--- src/rtl/img2col_reader.sv ---
// img2col read master: walks a KxK window over a padded IMG_H x IMG_W map, reads pixels from a
// synchronous single-port RAM and streams them in (oy, ox, ky, kx) order through a 2-entry FIFO.
module img2col_reader #(
    parameter int DATA_WIDTH = 16,
    parameter int ADDR_SIZE  = 16,
    parameter int IMG_H      = 4,
    parameter int IMG_W      = 4,
    parameter int K          = 3,
    parameter int PAD        = 1,
    parameter int STRIDE     = 1
) (
    input  logic                  clk,
    input  logic                  rst_n,
    input  logic                  start,
    input  logic [ADDR_SIZE-1:0]  base_addr,
    output logic                  busy,
    output logic                  done,
    output logic [ADDR_SIZE-1:0]  ram_addr,
    output logic                  ram_en,
    output logic                  ram_we,
    input  logic [DATA_WIDTH-1:0] ram_dout,
    output logic [DATA_WIDTH-1:0] m_data,
    output logic                  m_valid,
    input  logic                  m_ready,
    output logic                  m_eop,
    output logic                  m_last
);

    localparam int OH   = (IMG_H + 2*PAD - K)/STRIDE + 1;
    localparam int OW   = (IMG_W + 2*PAD - K)/STRIDE + 1;
    localparam int M1   = (OH > OW) ? OH : OW;
    localparam int MAXV = (M1 > K) ? M1 : K;
    localparam int CW   = $clog2(MAXV + 1);

    typedef logic [CW-1:0] cnt_t;
    localparam cnt_t OH_M1 = cnt_t'(OH - 1);
    localparam cnt_t OW_M1 = cnt_t'(OW - 1);
    localparam cnt_t K_M1  = cnt_t'(K - 1);
    localparam cnt_t ONE   = cnt_t'(1);

    typedef enum logic [1:0] {S_IDLE, S_RUN, S_DRAIN, S_DONE} state_t;

    state_t state_q, state_d;
    cnt_t   oy_q, ox_q, ky_q, kx_q;
    cnt_t   oy_d, ox_d, ky_d, kx_d;
    logic [ADDR_SIZE-1:0] base_q, base_d;
    logic   infl_q, infl_d;
    logic   infl_eop_q, infl_eop_d;
    logic   infl_last_q, infl_last_d;

    logic [DATA_WIDTH-1:0] fd_q [2];
    logic [1:0] feop_q, flast_q;
    logic       wp_q, rp_q;
    logic [1:0] cnt_q;

    int   iy, ix;
    logic in_bounds, elem_eop, elem_last;
    logic pop, push, issue, issue_rd, issue_pad;
    logic [2:0] occ;
    logic [ADDR_SIZE-1:0] addr;

    always_comb begin
        iy        = int'(oy_q)*STRIDE + int'(ky_q) - PAD;
        ix        = int'(ox_q)*STRIDE + int'(kx_q) - PAD;
        in_bounds = (iy >= 0) && (iy < IMG_H) && (ix >= 0) && (ix < IMG_W);
        addr      = base_q + ADDR_SIZE'(iy*IMG_W + ix);
        elem_eop  = (ky_q == K_M1) && (kx_q == K_M1);
        elem_last = elem_eop && (oy_q == OH_M1) && (ox_q == OW_M1);
        pop       = (cnt_q != 2'd0) && m_ready;
        // Credit counts the slot freed by a same-cycle pop so a steady stream sustains 1 element/clk.
        occ       = 3'(cnt_q) + 3'(infl_q) - 3'(pop);
        issue     = (state_q == S_RUN) && (occ < 3'd2) && !(!in_bounds && infl_q);
        issue_rd  = issue && in_bounds;
        issue_pad = issue && !in_bounds;
        push      = infl_q || issue_pad;
    end

    always_comb begin
        state_d     = state_q;
        oy_d        = oy_q;
        ox_d        = ox_q;
        ky_d        = ky_q;
        kx_d        = kx_q;
        base_d      = base_q;
        infl_d      = issue_rd;
        infl_eop_d  = elem_eop;
        infl_last_d = elem_last;
        unique case (state_q)
            S_IDLE: begin
                if (start) begin
                    state_d = S_RUN;
                    base_d  = base_addr;
                    oy_d    = '0;
                    ox_d    = '0;
                    ky_d    = '0;
                    kx_d    = '0;
                end
            end
            S_RUN: begin
                if (issue) begin
                    if (kx_q == K_M1) begin
                        kx_d = '0;
                        if (ky_q == K_M1) begin
                            ky_d = '0;
                            if (ox_q == OW_M1) begin
                                ox_d = '0;
                                oy_d = (oy_q == OH_M1) ? '0 : oy_q + ONE;
                            end else begin
                                ox_d = ox_q + ONE;
                            end
                        end else begin
                            ky_d = ky_q + ONE;
                        end
                    end else begin
                        kx_d = kx_q + ONE;
                    end
                    if (elem_last) state_d = S_DRAIN;
                end
            end
            S_DRAIN: begin
                if ((cnt_q == 2'd0) && !infl_q) state_d = S_DONE;
            end
            S_DONE: state_d = S_IDLE;
            default: state_d = S_IDLE;
        endcase
    end

    always_ff @(posedge clk or negedge rst_n) begin
        if (!rst_n) begin
            state_q     <= S_IDLE;
            oy_q        <= '0;
            ox_q        <= '0;
            ky_q        <= '0;
            kx_q        <= '0;
            base_q      <= '0;
            infl_q      <= 1'b0;
            infl_eop_q  <= 1'b0;
            infl_last_q <= 1'b0;
        end else begin
            state_q     <= state_d;
            oy_q        <= oy_d;
            ox_q        <= ox_d;
            ky_q        <= ky_d;
            kx_q        <= kx_d;
            base_q      <= base_d;
            infl_q      <= infl_d;
            infl_eop_q  <= infl_eop_d;
            infl_last_q <= infl_last_d;
        end
    end

    // A pad is never issued while a read is in flight, so the FIFO has a single write source per cycle.
    always_ff @(posedge clk or negedge rst_n) begin
        if (!rst_n) begin
            fd_q[0] <= '0;
            fd_q[1] <= '0;
            feop_q  <= '0;
            flast_q <= '0;
            wp_q    <= 1'b0;
            rp_q    <= 1'b0;
            cnt_q   <= '0;
        end else begin
            if (push) begin
                fd_q[wp_q]    <= infl_q ? ram_dout : '0;
                feop_q[wp_q]  <= infl_q ? infl_eop_q : elem_eop;
                flast_q[wp_q] <= infl_q ? infl_last_q : elem_last;
                wp_q          <= ~wp_q;
            end
            if (pop) rp_q <= ~rp_q;
            cnt_q <= cnt_q + 2'(push) - 2'(pop);
        end
    end

    assign ram_en   = issue_rd;
    assign ram_addr = issue_rd ? addr : '0;
    assign ram_we   = 1'b0;
    assign busy     = (state_q != S_IDLE);
    assign done     = (state_q == S_DONE);
    assign m_valid  = (cnt_q != 2'd0);
    assign m_data   = m_valid ? fd_q[rp_q] : '0;
    assign m_eop    = m_valid && feop_q[rp_q];
    assign m_last   = m_valid && flast_q[rp_q];

endmodule

--- config.mk ---
export PLATFORM = sky130hd
export DESIGN_NAME = img2col_reader
export DESIGN_NICKNAME = d
export VERILOG_FILES = /design/src/rtl/img2col_reader.sv
export SDC_FILE = /design/constraint.sdc
export NUM_CORES = 1
export LEC_CHECK = 0
export BUFFER_PORTS_ARGS = -buffer_cell sky130_fd_sc_hd__buf_4
export CORE_MARGIN = 1.5
export CORE_UTILIZATION = 56
export DETAILED_ROUTE_END_ITERATION = 12
export PLACE_DENSITY = 0.79
export SYNTH_ARGS = -nofsm -noshare
export SYNTH_HDL_FRONTEND = slang
export SYNTH_SLANG_ARGS = --single-unit
--- constraint.sdc ---
create_clock -name clk -period 7 [get_ports clk]
set_clock_uncertainty 0.2 [all_clocks]
set_input_delay 0.7 -clock clk [delete_from_list [all_inputs] [get_ports clk]]
set_output_delay 0.7 -clock clk [all_outputs]
set_load 0.01 [all_outputs]
==> results of run 1 <==
-- final cells by class --
class / instances / area [sq um]
Clock buffer: 9 / 124
Timing Repair Buffer: 75 / 563
Fill cell: 609 / 2460
Clock inverter: 7 / 61.3
Multi-Input combinational cell: 321 / 2460
Inverter: 48 / 180
Sequential cell: 73 / 1830
Tap cell: 102 / 128
-- flip-flops by register name, summed over array words and instances, names as in the netlist, 3 cells and up --
name	count
base_q	16
fd_q	32
kx_q	3
ky_q	3
ox_q	3
oy_q	3
-- metrics by stage --
step	std cells	instance area (sq um)	setup slack, ps
finish	635	5350	1060
global placement	619	5160	1680
detailed placement	619	5160	1470
floorplan	463	4560	1910
CTS	635	5350	1080
global route	635	5350	708
-- layout by cell type (no fill, tap or decap), drive strengths merged, types with 2 or more instances in the layout --
| cell type | synthesis | routed |
|---|---|---|
| mux2i | 19 | 19 |
| nand3 | 5 | 5 |
| maj3 | 2 | 2 |
| inv | 48 | 51 |
| or2 | 3 | 3 |
| o2111ai | 2 | 2 |
| ha | 40 | 40 |
| xnor2 | 15 | 15 |
| a21o | 9 | 9 |
| o22ai | 2 | 2 |
| and2 | 2 | 2 |
| fa | 5 | 5 |
| nand3b | 2 | 2 |
| nor2 | 38 | 38 |
| dfrtp | 73 | 73 |
| nand2 | 25 | 25 |
| nor3b | 2 | 2 |
| or3 | 5 | 5 |
| nand4 | 3 | 3 |
| o21a | 4 | 4 |
| nand2b | 5 | 5 |
| nor3 | 8 | 8 |
| mux2 | 17 | 17 |
| nor2b | 7 | 7 |
| a21oi | 28 | 28 |
| a211oi | 2 | 2 |
| a22o | 34 | 34 |
| clkbuf | 13 | 9 |
| buf | 8 | 75 |
| xor2 | 6 | 6 |
| o21ai | 16 | 16 |
| clkinv | 0 | 2 |
| clkinvlp | 0 | 2 |
| o21bai | 2 | 2 |
-- logic make-up after synthesis --
group,after synthesis
other,1
and+or+nand+nor,108
DFF,73
muxes,36
buffers and inverters,69
xor gates and xnor gates,21
AOI/OAI and AO/OA,108
adders and majority gates,47
-- path summary, 6_finish.rpt --
kind | to | slack [ps] | depth (start not counted)
min in group clk | feop_q[0] | 290 | 2
worst min register to register | feop_q[0] | 290 | 2
worst min-delay path | state_q[1] | 290 | 1
worst max register to register | feop_q[1] | 3120 | 13
max in group asynchronous | fd_q[18] | 5730 | 1
worst max-delay path | ram_addr[15] | 1060 | 20
-- per-layer routing --
layer	wire length, um	vias to the layer above
met1	4410	1705
met5	0	-
met2	4530	76
li1	-	1742
met4	98	0
met3	368	10
-- worst register-to-register path: cells and delay by family (launching register included) --
family                   cells  cell delay, ps
AO/OA/AOI/OAI                2             560
adder cells (fa/ha/maj)      4             970
buffers and inverters        3             170
AND/OR/NAND/NOR              3            1110
XOR/XNOR                     1             310
flip-flops                   1             410
==> results_dict.tcl, run 1 <==
set metrics [dict create \
    outcome "finished, final reports clean" \
    start_util_pct 58.4 \
    cts_setup_buffers 0 \
    clockBufferDepth 2 \
    synthCells 463 \
    period_needed_ps 5940 \
    final_util_pct 68.5 \
    synthMuxAreaShare_pct 8.37 \
    crit_path_cell_trace "inv_1 > ha_1 > inv_1 > ha_1 > fa_1 > xor2_1 > inv_1 > fa_1 > inv_1 > a21oi_1 > maj3_1 > xnor2_1 > ha_1 > a21oi_1 > o21ai_0 > o21ai_0 > a21oi_1 > or3_1 > a21oi_1 > buf_4" \
    cts-root-buf "clkbuf_8" \
    critPathTopFamily "adder cells" \
    worstSetupStartpoint "kx_q[1]" \
    ys_async_sr_fraction_pct 100 \
    gr-usage-met2_pct 37.5 \
    cp.arrival_ps 5040 \
    dieArea_sq_um 8690 \
    cts_made_buffers 9 \
    cts_tree "built" \
    synth-compound-area-share_pct 16.6 \
    area_delta_synth_final_pct 17.3 \
    fin_nets 609 \
    drive_gt1_share_pct 21.6 \
    vias 3533 \
    synthAdderAreaFrac_pct 13.6 \
    wl_mm 9.41 \
    drt_drc_violations_left 0 \
    cts-resized-gates 0 \
    synth_area_leaders "dfrtp_1 40%, ha_1 11%, a22o_1 6.5%, mux2i_1 4.2%, mux2_2 4.0%" \
    routabilityCongestion 0.898 \
    slew_viol_final 0 \
    grt_pass1_vias 3563 \
    worstMarginPinSlew_ps 1060 \
    grt_overflow 0 \
    hpwlAfterDp_mm 6.72 \
    drv_cap 0 \
    diodes 0 \
    min_period_over_period_pct 84.9 \
    clock_latency_ps 340 \
    path_buf_inv 5 \
    cts_num_sinks 73 \
    grt_pass1_wl_mm 16.2 \
    met3_usage_pct 4.31 \
    yosys_warnings 0 \
    ys.flop_type "dfrtp_1" \
    final.setup.tns_ps 0 \
    met1_usage_pct 31.8 \
    cp_slowest_stage_delay_ps 440 \
    grtUsageTotal_pct 23.3 \
    slew_headroom_pct 29.2 \
    synth_nets 544 \
    drtPass1Iterations 6 \
    hold_slack_ps 287 \
    ys_seq_area_share_pct 40.1 \
    vias_per_cell 5.56 \
    synth.distinct_cells 53 \
    setup_viol 0 \
    yosysTopAreaCell "dfrtp_1" \
    cp-end-kind "primary output" \
    r2r-start "oy_q[1]" \
    ctsHoldBuffers 0 \
    grt_max_degree 74 \
    core-area_sq_um 7810 \
    die_w_um 93.2 \
    crit_type "reg -> out" \
    yosys.area.top_type_share_pct 40.1 \
    ant_nets 0 \
    h-tree-depth 3 \
    fp-row-count 32 \
    drt-initial-drc-count 199 \
    busiest_layer "met2" \
    antenna_found_initial 0 \
    synth_top_family_by_area "compound AO/OA/AOI/OAI gates" \
    fmax_mhz 168 \
    rsz0062_at_grt "no" \
    port_buffers 73 \
    wl_per_cell_um 14.8 \
    slowest_stage "fa_1" \
    synth_xor_area_share_pct 4.04 \
    synth_edf_count 0 \
    min_path_type "in -> async" \
    syn_avg_cell_area_sq_um 9.84 \
    yosys.area_share.simple_pct 11.4 \
    die_y_um 93.2 \
    synth_area_sq_um 4560 \
    io_pins 75 \
    worstSetupStartpointType "register" \
    yosysMostFrequentCell "dfrtp_1" \
    netlist_top_cells_count "73 x dfrtp_1, 46 x inv_1, 40 x ha_1, 38 x nor2_1, 34 x a22o_1" \
    required_ps 6100 \
    ys_ff_latch 73 \
    path_max_fanout 6 \
    hold_viol 0 \
    path_clk_slew_ps 80 \
]
Power of run 1 is not shown: default switching activity piles up to over one toggle a cycle in this logic, so the estimate is an artifact.
==> run 2, diff against run 1 <==
Clock period 7 ns to 5.8 ns, I/O delays scaled along.
==> run 2 against run 1 <==
Cell area increased by 0.44%. Via count is 1.8% higher. Register-to-register slack got worse by 1200 ps. Die area stayed put. Global-route usage is 0.078 points lower. Flip-flop and latch count unchanged. Cell count rose by 0.16%. Hold slack got worse by 140 ps. First-iteration DRC count is 33% lower. Wire length grew 0.38%. Count of clock-buffer cells in the layout stayed put.
==> results_dict.tcl, run 2 (synthesis results as in run 1) <==
set metrics [dict create \
    gr-usage-met2_pct 37.0 \
    clockBufferDepth 2 \
    core-area_sq_um 7810 \
    min_period_over_period_pct 94.9 \
    rsz0062_at_grt "no" \
    dieArea_sq_um 8690 \
    diodes 0 \
    path_max_fanout 10 \
    routabilityCongestion 0.898 \
    h-tree-depth 3 \
    worstMarginPinSlew_ps 1040 \
    vias_per_cell 5.66 \
    cp.arrival_ps 4730 \
    grtUsageTotal_pct 23.2 \
    setup_viol 0 \
    die_w_um 93.2 \
    area_delta_synth_final_pct 17.8 \
    layout_commonest_cell "buf_4" \
    mostFrequentLayoutCells "76 x buf_4, 72 x dfrtp_1, 46 x inv_1" \
    start_util_pct 58.4 \
    path_clk_slew_ps 90 \
    drv_cap 0 \
    hpwlAfterDp_mm 6.74 \
    fp-row-count 32 \
    clock_latency_ps 360 \
    cts_num_sinks 73 \
    crit_type "reg -> out" \
    final.setup.tns_ps 0 \
    cts_tree "built" \
    slew_viol_final 0 \
    die_y_um 93.2 \
    grt_max_degree 74 \
    grt_pass1_vias 3575 \
    drtPass1Iterations 4 \
    fmax_mhz 182 \
    grt_overflow 0 \
    grt_pass1_wl_mm 16.1 \
    drt-initial-drc-count 133 \
    ant_nets 0 \
    wl_mm 9.45 \
    outcome "finished, final reports clean" \
    cts-root-buf "clkbuf_8" \
    met3_usage_pct 4.15 \
    drive_gt1_share_pct 22.7 \
    drt_drc_violations_left 0 \
    regMostFlops "fd_q" \
    slew_headroom_pct 30.4 \
    fin_nets 610 \
    worstSetupStartpointType "register" \
    busiest_layer "met2" \
    cp_slowest_stage_delay_ps 410 \
    antenna_found_initial 0 \
    cp-end-kind "primary output" \
    cts_made_buffers 9 \
    largest_reg_flops 32 \
    ctsHoldBuffers 0 \
    met1_usage_pct 31.4 \
    required_ps 5020 \
    vias 3597 \
    hold_viol 0 \
    io_pins 75 \
    crit_path_cell_trace "inv_1 > ha_1 > inv_1 > ha_1 > fa_1 > xor2_2 > ha_1 > a21o_1 > a21oi_1 > maj3_1 > a21o_1 > ha_1 > a21oi_1 > o21ai_1 > o21ai_1 > a21oi_1 > or3_1 > a21oi_1 > buf_4" \
    period_needed_ps 5510 \
    port_buffers 73 \
    slowest_stage "dfrtp_2" \
    wl_per_cell_um 14.9 \
    top_regs "fd_q (32), base_q (16)" \
    min_path_type "in -> async" \
]
-- run 2: cell types whose count changed in the layout (fill, tap and decap cells not counted), moves of 2 or more --
cell | before | now
o21ai_1 | 0 | 2
a21oi_2 | 1 | 3
o21ai_0 | 16 | 14
inv_6 | 2 | 4
a21oi_1 | 27 | 25
-- run 2: critical path: cells and delay by family (launching register included) --
family,cells,cell delay (ps)
buf+inv,3,260
simple gates,1,310
compound gates,8,1480
flops,1,410
xor+xnor,1,170
fa+ha+maj,6,1740
-- run 2: metrics by stage --
step	hold WS [ps]	worst slack (ps)	instance area, sq um	cells	util [%]
final	146	295	5370	636	68.8
after CTS	190	15.1	5350	635	68.5
after global placement	261	598	5160	619	66.1
after global routing	236	43.9	5370	636	68.8
after detailed placement	273	453	5160	619	66.1
after floorplan	84.4	833	4560	463	-
-- run 2: routing by layer --
layer	wire length [um]	up-vias	part of all wire [%]
li1	-	1744	-
met1	4330	1748	46
met2	4600	92	49
met3	394	13	4.2
met4	121	0	1.3
met5	0	-	0
-- run 2: layout make-up --
| cell class | instances | area (sq um) |
|---|---|---|
| Multi-Input combinational cell | 321 | 2480 |
| Fill cell | 629 | 2440 |
| Sequential cell | 73 | 1830 |
| Timing Repair Buffer | 76 | 571 |
| Inverter | 48 | 180 |
| Tap cell | 102 | 128 |
| Clock buffer | 9 | 124 |
| Clock inverter | 7 | 58.8 |
-- run 2: repair_timing --
item	in CTS	in global routing
gates resized for setup	0	7
endpoints found under the setup margin	0	6
buffers inserted	0	1
-- run 2: final timing paths --
path                                  start           end  slack, ps  depth (start not counted)
worst max-delay path                kx_q[1]  ram_addr[15]        290                         19
worst min-delay path                  rst_n       ky_q[1]        150                          1
worst max register to register      ky_q[1]     feop_q[1]       1910                         13
worst min register to register   flast_q[1]    flast_q[1]        290                          2
max in group asynchronous             rst_n       kx_q[1]       4630                          1
min in group clk                ram_dout[3]       fd_q[3]        250                          2
Power of run 2 is left out for the same reason.
